## src/rtl/prio_arbiter_rr_pkg.sv

```systemverilog
// rtl/prio_arbiter_rr_pkg.sv - shared types, mode encodings and index-width helper for the arbiter
package prio_arb_pkg;

    localparam logic MODE_FIXED = 1'b0;
    localparam logic MODE_RR    = 1'b1;
    localparam int   DEFAULT_N  = 8;

    typedef enum logic {
        ST_IDLE  = 1'b0,
        ST_GRANT = 1'b1
    } arb_state_t;

    // Index width for n request lines; never below 1 so ports stay legal.
    function automatic int clog2(input int n);
        int r;
        r = 0;
        for (int i = 0; i < 31; i++) begin
            if ((1 << i) < n) r = i + 1;
        end
        return (r < 1) ? 1 : r;
    endfunction

endpackage

```

## src/rtl/prio_arbiter_rr_if.sv

```systemverilog
// rtl/prio_arbiter_rr_if.sv - request/grant handshake bundle between requesters and the arbiter
interface prio_arbiter_rr_if
    import prio_arb_pkg::*;
#(
    parameter int N = DEFAULT_N
);
    localparam int W = clog2(N);

    logic         en;
    logic         mode;
    logic [N-1:0] req;
    logic         ready;
    logic         valid;
    logic [W-1:0] q;
    logic [N-1:0] gnt;

    modport master (output en, mode, req, ready, input valid, q, gnt);
    modport slave  (input en, mode, req, ready, output valid, q, gnt);

endinterface

```

## src/rtl/prio_arbiter_rr_pick.sv

```systemverilog
// rtl/prio_arbiter_rr_pick.sv - combinational winner search, descending from i_ptr-1 with wrap
module prio_pick
    import prio_arb_pkg::*;
#(
    parameter int N = DEFAULT_N
) (
    input  logic [N-1:0]         i_req,
    input  logic [clog2(N)-1:0]  i_ptr,
    input  logic                 i_mode,
    output logic                 o_found,
    output logic [clog2(N)-1:0]  o_idx
);
    localparam int         W  = clog2(N);
    localparam logic [W:0] NW = (W + 1)'(N);

    logic [W-1:0] w_base;
    logic [N-1:0] w_rot;
    logic [W-1:0] w_hit;
    logic [W:0]   w_sum;

    // Rotating the doubled vector right by base puts request (base+k) mod N at bit k,
    // so the topmost set bit is the first hit in the order base-1, ..., 0, N-1, ..., base.
    assign w_base = (i_mode == MODE_FIXED) ? '0 : i_ptr;
    assign w_rot  = N'({i_req, i_req} >> w_base);

    always_comb begin
        w_hit = '0;
        for (int k = 0; k < N; k++) begin
            if (w_rot[k]) w_hit = W'(k);
        end
    end

    assign w_sum   = {1'b0, w_base} + {1'b0, w_hit};
    assign o_found = |w_rot;

    always_comb begin
        o_idx = '0;
        if (o_found) o_idx = (w_sum >= NW) ? W'(w_sum - NW) : w_sum[W-1:0];
    end

endmodule

```

## src/rtl/prio_arbiter_rr.sv

```systemverilog
// rtl/prio_arbiter_rr.sv - N-way fixed/round-robin arbiter with registered index and one-hot grant
module prio_arbiter_rr
    import prio_arb_pkg::*;
#(
    parameter int N = DEFAULT_N
) (
    input  logic              clk,
    input  logic              rst_n,
    prio_arbiter_rr_if.slave  bus
);
    localparam int W = clog2(N);

    arb_state_t   r_state;
    arb_state_t   w_state_nxt;
    logic [W-1:0] r_ptr;
    logic [W-1:0] w_ptr_nxt;
    logic [W-1:0] r_q;
    logic [W-1:0] w_pick_ptr;
    logic [W-1:0] w_idx;
    logic         w_found;
    logic         w_load;
    logic         w_hs;

    assign w_hs = (r_state == ST_GRANT) && bus.ready;

    // A re-pick only happens on a handshake, where the pointer is about to become r_q.
    assign w_pick_ptr = (r_state == ST_GRANT && bus.mode == MODE_RR) ? r_q : r_ptr;

    prio_pick #(.N(N)) u_pick (
        .i_req   (bus.req),
        .i_ptr   (w_pick_ptr),
        .i_mode  (bus.mode),
        .o_found (w_found),
        .o_idx   (w_idx)
    );

    always_comb begin
        w_state_nxt = r_state;
        w_ptr_nxt   = r_ptr;
        w_load      = 1'b0;
        case (r_state)
            ST_IDLE: begin
                if (bus.en && w_found) begin
                    w_load      = 1'b1;
                    w_state_nxt = ST_GRANT;
                end
            end
            ST_GRANT: begin
                if (w_hs) begin
                    if (bus.mode == MODE_RR) w_ptr_nxt = r_q;
                    if (bus.en && w_found) w_load = 1'b1;
                    else                   w_state_nxt = ST_IDLE;
                end
            end
            default: w_state_nxt = ST_IDLE;
        endcase
    end

    always_ff @(posedge clk or negedge rst_n) begin
        if (!rst_n) begin
            r_state <= ST_IDLE;
            r_ptr   <= '0;
            r_q     <= '0;
        end else begin
            r_state <= w_state_nxt;
            r_ptr   <= w_ptr_nxt;
            if (w_load)                      r_q <= w_idx;
            else if (w_state_nxt == ST_IDLE) r_q <= '0;
        end
    end

    assign bus.valid = (r_state == ST_GRANT);
    assign bus.q     = r_q;
    assign bus.gnt   = (r_state == ST_GRANT) ? (N'(1) << r_q) : '0;

endmodule

```

## src/flat_wrapper.sv

```systemverilog
// flat-port wrapper written by rule: the top's interface ports become plain ports
module prio_arbiter_rr_flat import prio_arb_pkg::*;
#(
    parameter int N = DEFAULT_N
)
  (clk, rst_n, bus_en, bus_mode, bus_req, bus_ready, bus_valid, bus_q, bus_gnt);
  prio_arbiter_rr_if #(.N(N)) bus_i ();
  input  logic clk;
  input  logic rst_n;
  input wire logic [$bits(bus_i.en)-1:0] bus_en;
  input wire logic [$bits(bus_i.mode)-1:0] bus_mode;
  input wire logic [$bits(bus_i.req)-1:0] bus_req;
  input wire logic [$bits(bus_i.ready)-1:0] bus_ready;
  output wire logic [$bits(bus_i.valid)-1:0] bus_valid;
  output wire logic [$bits(bus_i.q)-1:0] bus_q;
  output wire logic [$bits(bus_i.gnt)-1:0] bus_gnt;
  assign bus_i.en = bus_en;
  assign bus_i.mode = bus_mode;
  assign bus_i.req = bus_req;
  assign bus_i.ready = bus_ready;
  assign bus_valid = bus_i.valid;
  assign bus_q = bus_i.q;
  assign bus_gnt = bus_i.gnt;
  prio_arbiter_rr #(.N(N)) u_core (.clk(clk), .rst_n(rst_n), .bus(bus_i));
endmodule
```

## config.mk

```make
export PLATFORM = sky130hd
export DESIGN_NAME = prio_arbiter_rr_flat
export DESIGN_NICKNAME = d
export VERILOG_FILES = /design/src/rtl/prio_arbiter_rr_pkg.sv /design/src/rtl/prio_arbiter_rr_if.sv /design/src/rtl/prio_arbiter_rr_pick.sv /design/src/rtl/prio_arbiter_rr.sv /design/src/flat_wrapper.sv
export SDC_FILE = /design/constraint.sdc
export NUM_CORES = 1
export LEC_CHECK = 0
export BUFFER_PORTS_ARGS = -buffer_cell sky130_fd_sc_hd__buf_4
export CORE_MARGIN = 3
export CORE_UTILIZATION = 50
export CTS_CLUSTER_DIAMETER = 120
export DETAILED_ROUTE_END_ITERATION = 7
export PLACE_DENSITY = 0.73
export SLEW_MARGIN = 25
export SYNTH_ARGS = -nofsm -noshare
export SYNTH_HDL_FRONTEND = slang
export SYNTH_SLANG_ARGS = --single-unit
```

## constraint.sdc

```tcl
create_clock -name clk -period 5.65 [get_ports clk]
set_input_delay 0.2825 -clock clk [delete_from_list [all_inputs] [get_ports clk]]
set_output_delay 0.2825 -clock clk [all_outputs]
set_load 0.01 [all_outputs]
```

==> results of run 1 <==
## worst max-delay path by stage
stage                startpoint               to  slack, ns
2_1_floorplan   u_core.bus.q[0]  u_core.bus.q[2]       2.52
3_3_place_gp   u_core.bus.valid  u_core.bus.q[2]       2.13
3_5_place_dp   u_core.bus.valid  u_core.bus.q[2]       2.00
4_1_cts        u_core.bus.valid  u_core.bus.q[2]       1.98
5_1_grt        u_core.bus.valid  u_core.bus.q[2]       1.76
6_report       u_core.bus.valid  u_core.bus.q[2]       1.98
## registers in the layout, indices dropped and copies added (netlist names)
register,count
u_core.r_ptr,3
u_core.bus.valid,1
u_core.bus.q,3
## per-layer routing
| metal | part of all wire | wire length, um | global-route usage |
|---|---|---|---|
| met1 | 0.45 | 1540 | 0.299 |
| met3 | 0.088 | 304 | 0.0483 |
| met4 | 0.0017 | 6 | 0.0364 |
| met2 | 0.46 | 1600 | 0.338 |
| met5 | 0 | 0 | 0 |
## timing repair
action / 4_1_cts / 5_1_grt
hold buffers: 1 / 0
hold endpoints to repair: 7 / 0
buffers inserted: 0 / 0
## cell usage after synthesis (3+ instances only)
cell | count | area, um2
a211oi_1 | 6 | 45.0
a21oi_1 | 8 | 40.0
a31oi_1 | 3 | 18.8
and2_2 | 3 | 22.5
buf_6 | 4 | 45.0
clkbuf_1 | 3 | 11.3
dfrtp_1 | 7 | 175
mux2_2 | 4 | 45.0
nand2_1 | 10 | 37.5
nand3_1 | 7 | 35.0
nor2_1 | 18 | 67.6
nor3_1 | 7 | 35.0
nor3_2 | 3 | 30.0
o21ai_0 | 7 | 35.0
o22ai_1 | 3 | 18.8
o32ai_1 | 3 | 26.3
or2b_2 | 3 | 26.3
## cell type report
cell class                      count  share of cell area
Timing Repair Buffer               25               0.130
Sequential cell                     7               0.120
Multi-Input combinational cell    133               0.695
Clock buffer                        4              0.0180
Inverter                            4              0.0120
Tap cell                           28              0.0240
## metrics by stage
step           instances  hold WS, ns
5_1_grt              201        0.333
6_report             201        0.332
3_3_place_gp         196       0.0963
3_5_place_dp         196       0.0994
2_1_floorplan        153      -0.0131
4_1_cts              201        0.320
## report_power, final
part	switching (W)	internal, W	total [W]
Clock	0.0000188	0.0000270	0.0000458
Combinational	0.000243	0.000190	0.000432
Sequential	0.0000393	0.0000705	0.000110
## layout by cell type (no fill, tap or decap), drive strengths merged, types with 3 or more instances in the layout
cell type / count
mux2i: 4
nor3: 10
a21oi: 8
or2b: 3
and2: 4
o22ai: 3
mux2: 6
a211oi: 6
clkbuf: 4
dfrtp: 7
o32ai: 4
o211ai: 3
a31oi: 3
a21boi: 5
nand3: 7
buf: 24
o21ai: 9
nand2: 12
inv: 4
nor2: 19
## worst max-delay path: cells and delay by family (launching register included)
kind            cells  cell delay, ns
xor+xnor            1            0.16
compound gates      5            1.37
simple gates        2            0.31
fa+ha+maj           2            0.57
mux                 1            0.48
flops               1            0.69
## cell families after synthesis
family                     after synthesis
muxes                                   12
xor gates and xnor gates                 1
buffers and inverters                   13
AOI/OAI and AO/OA                       55
adders and majority gates                2
DFF                                      7
and+or+nand+nor                         63
==> results.sh, run 1 <==
export IMPL_p_per_area_nw_per_um2=403
export IMPL_synth_edf_count=0
export IMPL_ys_ff_latch=7
export IMPL_arrival_ns=3.84
export IMPL_r2r_start="u_core.bus.valid"
export IMPL_design_portCount=25
export IMPL_min_from="bus_en"
export IMPL_multi_input_area_um2=1010
export IMPL_synth_fa_ha_area_frac=0.0252
export IMPL_postRouteAntennaNets=0
export IMPL_hpwl_um=2660
export IMPL_worst_clock_skew_ns=0.000391
export IMPL_drive_above_1_share=0.358
export IMPL_cts_sinks=7
export IMPL_die_area_um2=3230
export IMPL_synth_top_family_by_area="compound AO/OA/AOI/OAI gates"
export IMPL_synthesis_nets=168
export IMPL_place_congestion=1.04
export IMPL_drv_cap=0
export IMPL_synth_compound_area_frac=0.339
export IMPL_core_area_um2=2320
export IMPL_antenna_cells=0
export IMPL_grt_pass1_vias=1224
export IMPL_p_leak_nw=0.582
export IMPL_post_drt_wl_per_cell_um=17.1
export IMPL_cts_resized=0
export IMPL_min_to="u_core.bus.valid"
export IMPL_grt_pass1_wl_um=5630
export IMPL_rsz0062_at_grt="false"
export IMPL_fp_dieW_um=56.8
export IMPL_slowest_delay_ns=0.69
export IMPL_rows=17
export IMPL_syn_to_final_growth_pct=13.0
export IMPL_vias_per_cell=6.53
export IMPL_place_ws_ns=2.00
export IMPL_start_util=0.556
export IMPL_hold_violations=0
export IMPL_synth_mux_area_frac=0.144
export IMPL_register_area_um2=175
export IMPL_routed_wl_um=3440
export IMPL_worst_slack_ns=1.98
export IMPL_slowest_stage="dfrtp_1"
export IMPL_status="completed"
export IMPL_remaining_drc_errors=0
export IMPL_port_buffers=24
export IMPL_period_minus_slack_ns=3.67
export IMPL_synth_simple_gate_area_share=0.272
export IMPL_gr_total_overflow=0
export IMPL_worstPathCellList="mux2_2, a21boi_0, nor3_1, o211ai_2, and2_2, o211ai_1, ha_1, fa_1, xnor2_1, a2111o_1, o221ai_2"
export IMPL_htree_levels=1
export IMPL_ys_warn_count=0
export IMPL_holdPathStages=3
export IMPL_seq_area_frac_synth=0.136
export IMPL_syn_cell_area_um2=1290
export IMPL_cts_made_buffers=3
export IMPL_nFillCells=211
export IMPL_dr_pass1_iters=6
export IMPL_worst_pin_slew_ns=0.553
export IMPL_max_freq_ghz=0.272
export IMPL_maxSlewHeadroom=0.631
export IMPL_critPathMaxFanout=12
export IMPL_grt_total_usage=0.213
export IMPL_place_area_um2=1420
export IMPL_clk_latency_ns=0.25
export IMPL_ir_drop_mv=0.331
export IMPL_root_buffer="clkbuf_4"
export IMPL_start_kind="register"
export IMPL_clock_path_buffers=2
export IMPL_path_class="reg2reg"
export IMPL_fin_nets=189
export IMPL_synthFlopType="dfrtp_1"
export IMPL_reg2reg_depth=11
export IMPL_cts_tree="done"
export IMPL_dieHeight_um=56.8
export IMPL_critPathRequiredTime_ns=5.82
export IMPL_synthCells=153
export IMPL_synth_avg_cell_area_um2=8.43
export IMPL_async_reset_ff_frac=1.00
export IMPL_ys_types=59
export IMPL_power_w=0.000588
export IMPL_period_share=0.650
export IMPL_route_vias_total=1313
export IMPL_slew_viol_final=0
export IMPL_grt_max_degree=22
export IMPL_synth_xor_area_frac=0.00679
export IMPL_hold_path_class="in2reg"
export IMPL_r2r_end="u_core.bus.q[2]"
export IMPL_worstSetupEndpointType="register"
export IMPL_post_route_util=0.629
export IMPL_antenna_found_initial=0
export IMPL_setup_tns_ns=0
export IMPL_design_area_um2=1460
export IMPL_finalSetupViolCount=0
export IMPL_drtIter0Drc=102
export IMPL_path_clk_slew_ns=0.05
export IMPL_rrSetupSlack_ns=1.98
No activity file was read; power rests on OpenSTA's default activity.
==> run 2, diff against run 1 <==
--- a/config.mk
+++ b/config.mk
@@ -5,12 +5,13 @@
 export SDC_FILE = /design/constraint.sdc
 export NUM_CORES = 1
 export LEC_CHECK = 0
+export ABC_AREA = 1
 export BUFFER_PORTS_ARGS = -buffer_cell sky130_fd_sc_hd__buf_4
 export CORE_MARGIN = 3
 export CORE_UTILIZATION = 50
 export CTS_CLUSTER_DIAMETER = 120
 export DETAILED_ROUTE_END_ITERATION = 7
-export PLACE_DENSITY = 0.73
+export PLACE_DENSITY = 0.77
 export SLEW_MARGIN = 25
 export SYNTH_ARGS = -nofsm -noshare
 export SYNTH_HDL_FRONTEND = slang
==> constraint.sdc (replaced) <==
create_clock -name clk -period 3.5 [get_ports clk]
set_input_delay 0.175 -clock clk [delete_from_list [all_inputs] [get_ports clk]]
set_output_delay 0.175 -clock clk [all_outputs]
set_load 0.01 [all_outputs]
==> results.sh, run 2 <==
export IMPL_status="completed"
export IMPL_syn_cell_area_um2=921
export IMPL_period_minus_slack_ns=2.98
export IMPL_clock_path_buffers=2
export IMPL_worst_clock_skew_ns=0.00409
export IMPL_switching_power_w=0.000294
export IMPL_start_kind="register"
export IMPL_ys_warn_count=0
export IMPL_period_share=0.852
export IMPL_worstSetupEndpointType="register"
export IMPL_yosysMostFrequentCell="nand3_1"
export IMPL_hold_path_class="in2reg"
export IMPL_cts_made_buffers=3
export IMPL_synth_avg_cell_area_um2=6.22
export IMPL_max_freq_ghz=0.335
export IMPL_cts_tree="done"
export IMPL_seq_area_frac_synth=0.190
export IMPL_met1Wirelength_um=1060
export IMPL_synth_top_area_cell="nand3_1"
export IMPL_cp_top_family="simple AND/OR/NAND/NOR gates"
export IMPL_layout_common_cells="nand3_1, nand2_1, buf_4"
export IMPL_synthCells=148
export IMPL_rsz0062_at_grt="false"
export IMPL_grt_pass1_vias=993
export IMPL_critPathRequiredTime_ns=3.68
export IMPL_slowest_delay_ns=0.62
export IMPL_whs_ns=0.150
export IMPL_synthFlopType="dfrtp_1"
export IMPL_antenna_cells=0
export IMPL_ys_ff_latch=7
export IMPL_drv_cap=0
export IMPL_syn_to_final_growth_pct=24.3
export IMPL_ys_types=22
export IMPL_power_w=0.000588
export IMPL_port_buffers=24
export IMPL_layout_commonest_cell="nand3_1"
export IMPL_post_route_util=0.710
export IMPL_sw_frac_of_total=0.500
export IMPL_maxSlewHeadroom=0.699
export IMPL_crit_buf_inv=2
export IMPL_route_vias_total=1086
export IMPL_worst_pin_slew_ns=0.452
export IMPL_cts_resized=0
export IMPL_nFillCells=157
export IMPL_synth_top_area_frac=0.228
export IMPL_finalSetupViolCount=0
export IMPL_routed_wl_um=2480
export IMPL_drtIter0Drc=62
export IMPL_route_met2_wl_um=1210
export IMPL_cts_sinks=7
export IMPL_met3_length_um=183
export IMPL_rrSetupSlack_ns=0.52
export IMPL_slowest_stage="dfrtp_1"
export IMPL_dieHeight_um=48.9
export IMPL_synthesis_nets=163
export IMPL_rows=14
export IMPL_p_leak_nw=0.632
export IMPL_ir_drop_mv=0.379
export IMPL_hpwl_um=2000
export IMPL_path_clk_slew_ns=0.06
export IMPL_fp_dieW_um=48.9
export IMPL_antenna_found_initial=0
export IMPL_fin_nets=191
export IMPL_slew_viol_final=0
export IMPL_hold_violations=0
export IMPL_postRouteAntennaNets=0
export IMPL_top_layer="met4"
export IMPL_vias_per_cell=5.46
export IMPL_htree_levels=1
export IMPL_drive_above_1_share=0.251
export IMPL_setup_tns_ns=0
export IMPL_p_clk_frac=0.129
export IMPL_reg2reg_depth=18
export IMPL_pwr_share_comb=0.646
export IMPL_async_reset_ff_frac=1.00
export IMPL_place_congestion=0.862
export IMPL_synth_edf_count=0
export IMPL_worstPathCellList="inv_1, nand2_1, nand3_2, nand2_1, nand2_1, nand2_1, nand3_1, nand2_1, nand2_1, a21boi_0, o21ai_0, ha_1, fa_1, xnor2_1, inv_1, nand2_1, nand2_1, o21bai_1"
export IMPL_netlist_top_cells_count="nand3_1, nand2_1, inv_1, nor2_1, dfrtp_1"
export IMPL_seqPwrFrac=0.226
export IMPL_dr_pass1_iters=4
export IMPL_path_class="reg2reg"
export IMPL_design_portCount=25
export IMPL_r2r_end="u_core.bus.q[2]"
export IMPL_start_util=0.571
export IMPL_cpMostUsedCell="nand2_1"
export IMPL_cts_setup_buffers=0
export IMPL_grt_total_usage=0.214
export IMPL_critPathMaxFanout=11
export IMPL_root_buffer="clkbuf_4"
export IMPL_post_drt_wl_per_cell_um=12.4
export IMPL_p_per_area_nw_per_um2=513
export IMPL_ys_top_cells_by_area="nand3_1, dfrtp_1, nand2_1"
export IMPL_clk_latency_ns=0.25
export IMPL_internal_power_w=0.000294
export IMPL_remaining_drc_errors=0
export IMPL_grt_max_degree=15
export IMPL_r2r_start="u_core.bus.valid"
export IMPL_die_area_um2=2390
export IMPL_core_area_um2=1610
export IMPL_arrival_ns=3.16
export IMPL_min_to="u_core.bus.valid"
export IMPL_holdPathStages=3
export IMPL_gr_total_overflow=0
export IMPL_min_from="bus_en"
export IMPL_grt_pass1_wl_um=4140
==> run 2: changes by cell type after synthesis, sizes merged, moves of 5 or more <==
cell / delta
nand2: +32
clkbuf: -5
nand3: +37
a21oi: -8
nor2: -5
a211oi: -6
nor3: -10
mux2: -6
inv: +16
==> run 2: worst min-delay path, cell delays in order <==
cell and delay [ns]:
buf_4 0.09, nand2_1 0.05, nand2_1 0.05
==> run 2: worst max-delay path by stage <==
stage | cells past startpoint | end | startpoint
2_1_floorplan | 18 | u_core.bus.q[2] | u_core.bus.valid
3_3_place_gp | 15 | u_core.bus.q[2] | u_core.bus.valid
3_5_place_dp | 18 | u_core.bus.q[2] | u_core.bus.valid
4_1_cts | 18 | u_core.bus.q[2] | u_core.bus.valid
5_1_grt | 18 | u_core.bus.q[2] | u_core.bus.valid
6_report | 18 | u_core.bus.q[2] | u_core.bus.valid
==> run 2: layer usage <==
layer,track usage,up-vias
li1,-,540
met1,0.274,490
met2,0.364,52
met3,0.0367,4
met4,0.0664,0
met5,0,-
==> run 2: power by group through the flow <==
stage | sequential, W | combinational [W] | clock [W]
global route | 0.000137 | 0.000420 | 0.0000843
detailed placement | 0.000134 | 0.000375 | 0
CTS | 0.000132 | 0.000378 | 0.0000751
global placement | 0.000133 | 0.000366 | 0
finish | 0.000133 | 0.000379 | 0.0000758
floorplan | 0.000132 | 0.000263 | 0
==> run 2: cells by family after synthesis <==
family          share of synthesized area
compound gates                      0.129
simple gates                        0.530
buf+inv                             0.106
flops                               0.190
fa+ha+maj                          0.0353
xor+xnor                          0.00951
==> run 2: final cells by class <==
class / instances / area [um2] / area share
Timing Repair Buffer: 25 / 190 / 0.166
Inverter: 20 / 75.1 / 0.0656
Tap cell: 24 / 30.0 / 0.0262
Sequential cell: 7 / 175 / 0.153
Multi-Input combinational cell: 119 / 648 / 0.566
Clock buffer: 4 / 26.3 / 0.0230
==> run 2: metrics by stage <==
step / area, um2 / instances / setup WS [ns]
2_1_floorplan: 921 / 148 / 0.906
3_3_place_gp: 1110 / 194 / 0.626
3_5_place_dp: 1110 / 194 / 0.548
4_1_cts: 1140 / 199 / 0.519
5_1_grt: 1140 / 199 / 0.285
6_report: 1140 / 199 / 0.517
==> run 2: repair_timing <==
| action | 4_1_cts | 5_1_grt |
|---|---|---|
| endpoints found under the setup margin | 0 | 0 |
| hold buffers | 1 | 0 |
| hold endpoints to repair | 7 | 0 |
==> run 3, diff against run 2 <==
--- a/config.mk
+++ b/config.mk
@@ -8,10 +8,10 @@
 export ABC_AREA = 1
 export BUFFER_PORTS_ARGS = -buffer_cell sky130_fd_sc_hd__buf_4
 export CORE_MARGIN = 3
-export CORE_UTILIZATION = 50
+export CORE_UTILIZATION = 40
 export CTS_CLUSTER_DIAMETER = 120
 export DETAILED_ROUTE_END_ITERATION = 7
-export PLACE_DENSITY = 0.77
+export PLACE_DENSITY = 0.66
 export SLEW_MARGIN = 25
 export SYNTH_ARGS = -nofsm -noshare
 export SYNTH_HDL_FRONTEND = slang
==> results.sh, run 3 (same netlist as run 2, synthesis figures left out) <==
export IMPL_drive_above_1_share=0.257
export IMPL_rsz0062_at_grt="false"
export IMPL_clock_path_buffers=2
export IMPL_hold_buffers=1
export IMPL_post_drt_wl_per_cell_um=11.4
export IMPL_cts_resized=0
export IMPL_critPathRequiredTime_ns=3.68
export IMPL_min_to="u_core.bus.valid"
export IMPL_crit_buf_inv=2
export IMPL_slowest_stage="dfrtp_1"
export IMPL_grt_pass1_vias=904
export IMPL_route_vias_total=1045
export IMPL_multi_input_area_um2=648
export IMPL_path_clk_slew_ns=0.05
export IMPL_worstSetupEndpointType="register"
export IMPL_routed_wl_um=2300
export IMPL_use_met3=0.0554
export IMPL_grt_total_usage=0.181
export IMPL_gr_total_overflow=0
export IMPL_slowest_delay_ns=0.61
export IMPL_design_portCount=25
export IMPL_rows=16
export IMPL_clk_latency_ns=0.25
export IMPL_ir_drop_mv=0.298
export IMPL_status="completed"
export IMPL_maxSlewHeadroom=0.705
export IMPL_arrival_ns=3.15
export IMPL_grt_util_met2=0.270
export IMPL_whs_ns=0.142
export IMPL_place_congestion=0.894
export IMPL_hold_path_class="in2reg"
export IMPL_worst_clock_skew_ns=0.00275
export IMPL_cts_tree="done"
export IMPL_critPathMaxFanout=11
export IMPL_finalSetupViolCount=0
export IMPL_grt_pass1_wl_um=3900
export IMPL_antenna_cells=0
export IMPL_r2r_start="u_core.bus.valid"
export IMPL_setup_tns_ns=0
export IMPL_cts_made_buffers=3
export IMPL_start_util=0.447
export IMPL_reg2reg_depth=18
export IMPL_max_freq_ghz=0.337
export IMPL_cts_setup_buffers=0
export IMPL_dieHeight_um=54.0
export IMPL_nFillCells=219
export IMPL_layout_commonest_cell="nand3_1"
export IMPL_r2r_end="u_core.bus.q[2]"
export IMPL_grt_max_degree=15
export IMPL_drtIter0Drc=54
export IMPL_vias_per_cell=5.17
export IMPL_path_depth=18
export IMPL_worstPathCellList="inv_1, nand2_1, nand3_2, nand2_1, nand3_1, nand3_1, nand2_1, nand3_1, nand2_1, a21boi_0, o21ai_0, ha_1, fa_1, xnor2_1, inv_1, nand2_1, nand2_1, o21bai_1"
export IMPL_cts_sinks=7
export IMPL_cpMostUsedCell="nand2_1"
export IMPL_antenna_found_initial=0
export IMPL_p_per_area_nw_per_um2=506
export IMPL_top_usage_layer="met2"
export IMPL_period_minus_slack_ns=2.97
export IMPL_hold_violations=0
export IMPL_worst_pin_slew_ns=0.443
export IMPL_layout_common_cells="nand3_1, nand2_1, buf_4"
export IMPL_register_area_um2=175
export IMPL_dr_pass1_iters=4
export IMPL_p_leak_nw=0.635
export IMPL_fp_dieW_um=54.0
export IMPL_postRouteAntennaNets=0
export IMPL_slew_viol_final=0
export IMPL_htree_levels=1
export IMPL_core_area_um2=2060
export IMPL_port_buffers=24
export IMPL_remaining_drc_errors=0
export IMPL_period_share=0.849
export IMPL_cp_top_family="simple AND/OR/NAND/NOR gates"
export IMPL_fin_nets=191
export IMPL_syn_to_final_growth_pct=24.9
export IMPL_path_class="reg2reg"
export IMPL_rrSetupSlack_ns=0.53
export IMPL_die_area_um2=2910
export IMPL_grt_use_met1=0.251
export IMPL_hpwl_um=1890
export IMPL_drv_cap=0
export IMPL_root_buffer="clkbuf_4"
export IMPL_min_from="bus_en"
export IMPL_start_kind="register"
export IMPL_power_w=0.000582
export IMPL_holdPathStages=3
-- run 3: cell types whose count changed in the layout (fill, tap and decap cells not counted), sizes merged --
cell / previous run / this run
clkinv: 0 / 1
clkbuf: 4 / 3
-- run 3: per-stage QoR --
| step | utilization | cells | area, um2 | worst slack [ns] |
|---|---|---|---|---|
| 2_1_floorplan | - | 148 | 921 | 0.906 |
| 3_3_place_gp | 0.539 | 197 | 1110 | 0.648 |
| 3_5_place_dp | 0.539 | 197 | 1110 | 0.542 |
| 4_1_cts | 0.558 | 202 | 1150 | 0.539 |
| 5_1_grt | 0.558 | 202 | 1150 | 0.241 |
| 6_report | 0.558 | 202 | 1150 | 0.530 |
-- run 3: worst max path at each step --
stage                 endpoint        startpoint  slack [ns]
2_1_floorplan  u_core.bus.q[2]  u_core.bus.valid        0.91
3_5_place_dp   u_core.bus.q[2]  u_core.bus.valid        0.54
4_1_cts        u_core.bus.q[2]  u_core.bus.valid        0.54
5_1_grt        u_core.bus.q[2]  u_core.bus.valid        0.24
3_3_place_gp   u_core.bus.q[2]  u_core.bus.valid        0.65
6_report       u_core.bus.q[2]  u_core.bus.valid        0.53
-- run 3: per-layer routing --
metal,share of wire,routed length (um)
met1,0.47,1080
met2,0.44,1010
met3,0.083,190
met4,0.0083,19
met5,0,0
-- run 3: layout make-up --
class                      count  area share
sequential                     7       0.152
clock inverter                 1     0.00435
multi-input combinational    119       0.564
tap                           27      0.0294
timing repair buffer          25       0.165
inverter                      20      0.0653
clock buffer                   3      0.0196
-- run 3: report_power, final --
group	internal (W)	leakage, nW	total, W	switching (W)
logic	0.000147	0.529	0.000376	0.000229
registers	0.000104	0.0879	0.000133	0.0000290
clock network	0.0000418	0.0177	0.0000727	0.0000309
total	0.000293	0.635	0.000582	0.000289
-- run 3: worst reg2reg max path, cell delays in order, from the launching register on --
cell	delay, ns
dfrtp_1	0.61
inv_1	0.13
nand2_1	0.09
nand3_2	0.18
nand2_1	0.14
nand3_1	0.13
nand3_1	0.11
nand2_1	0.08
nand3_1	0.07
nand2_1	0.04
a21boi_0	0.15
o21ai_0	0.10
ha_1	0.20
fa_1	0.38
xnor2_1	0.19
inv_1	0.06
nand2_1	0.06
nand2_1	0.05
o21bai_1	0.13
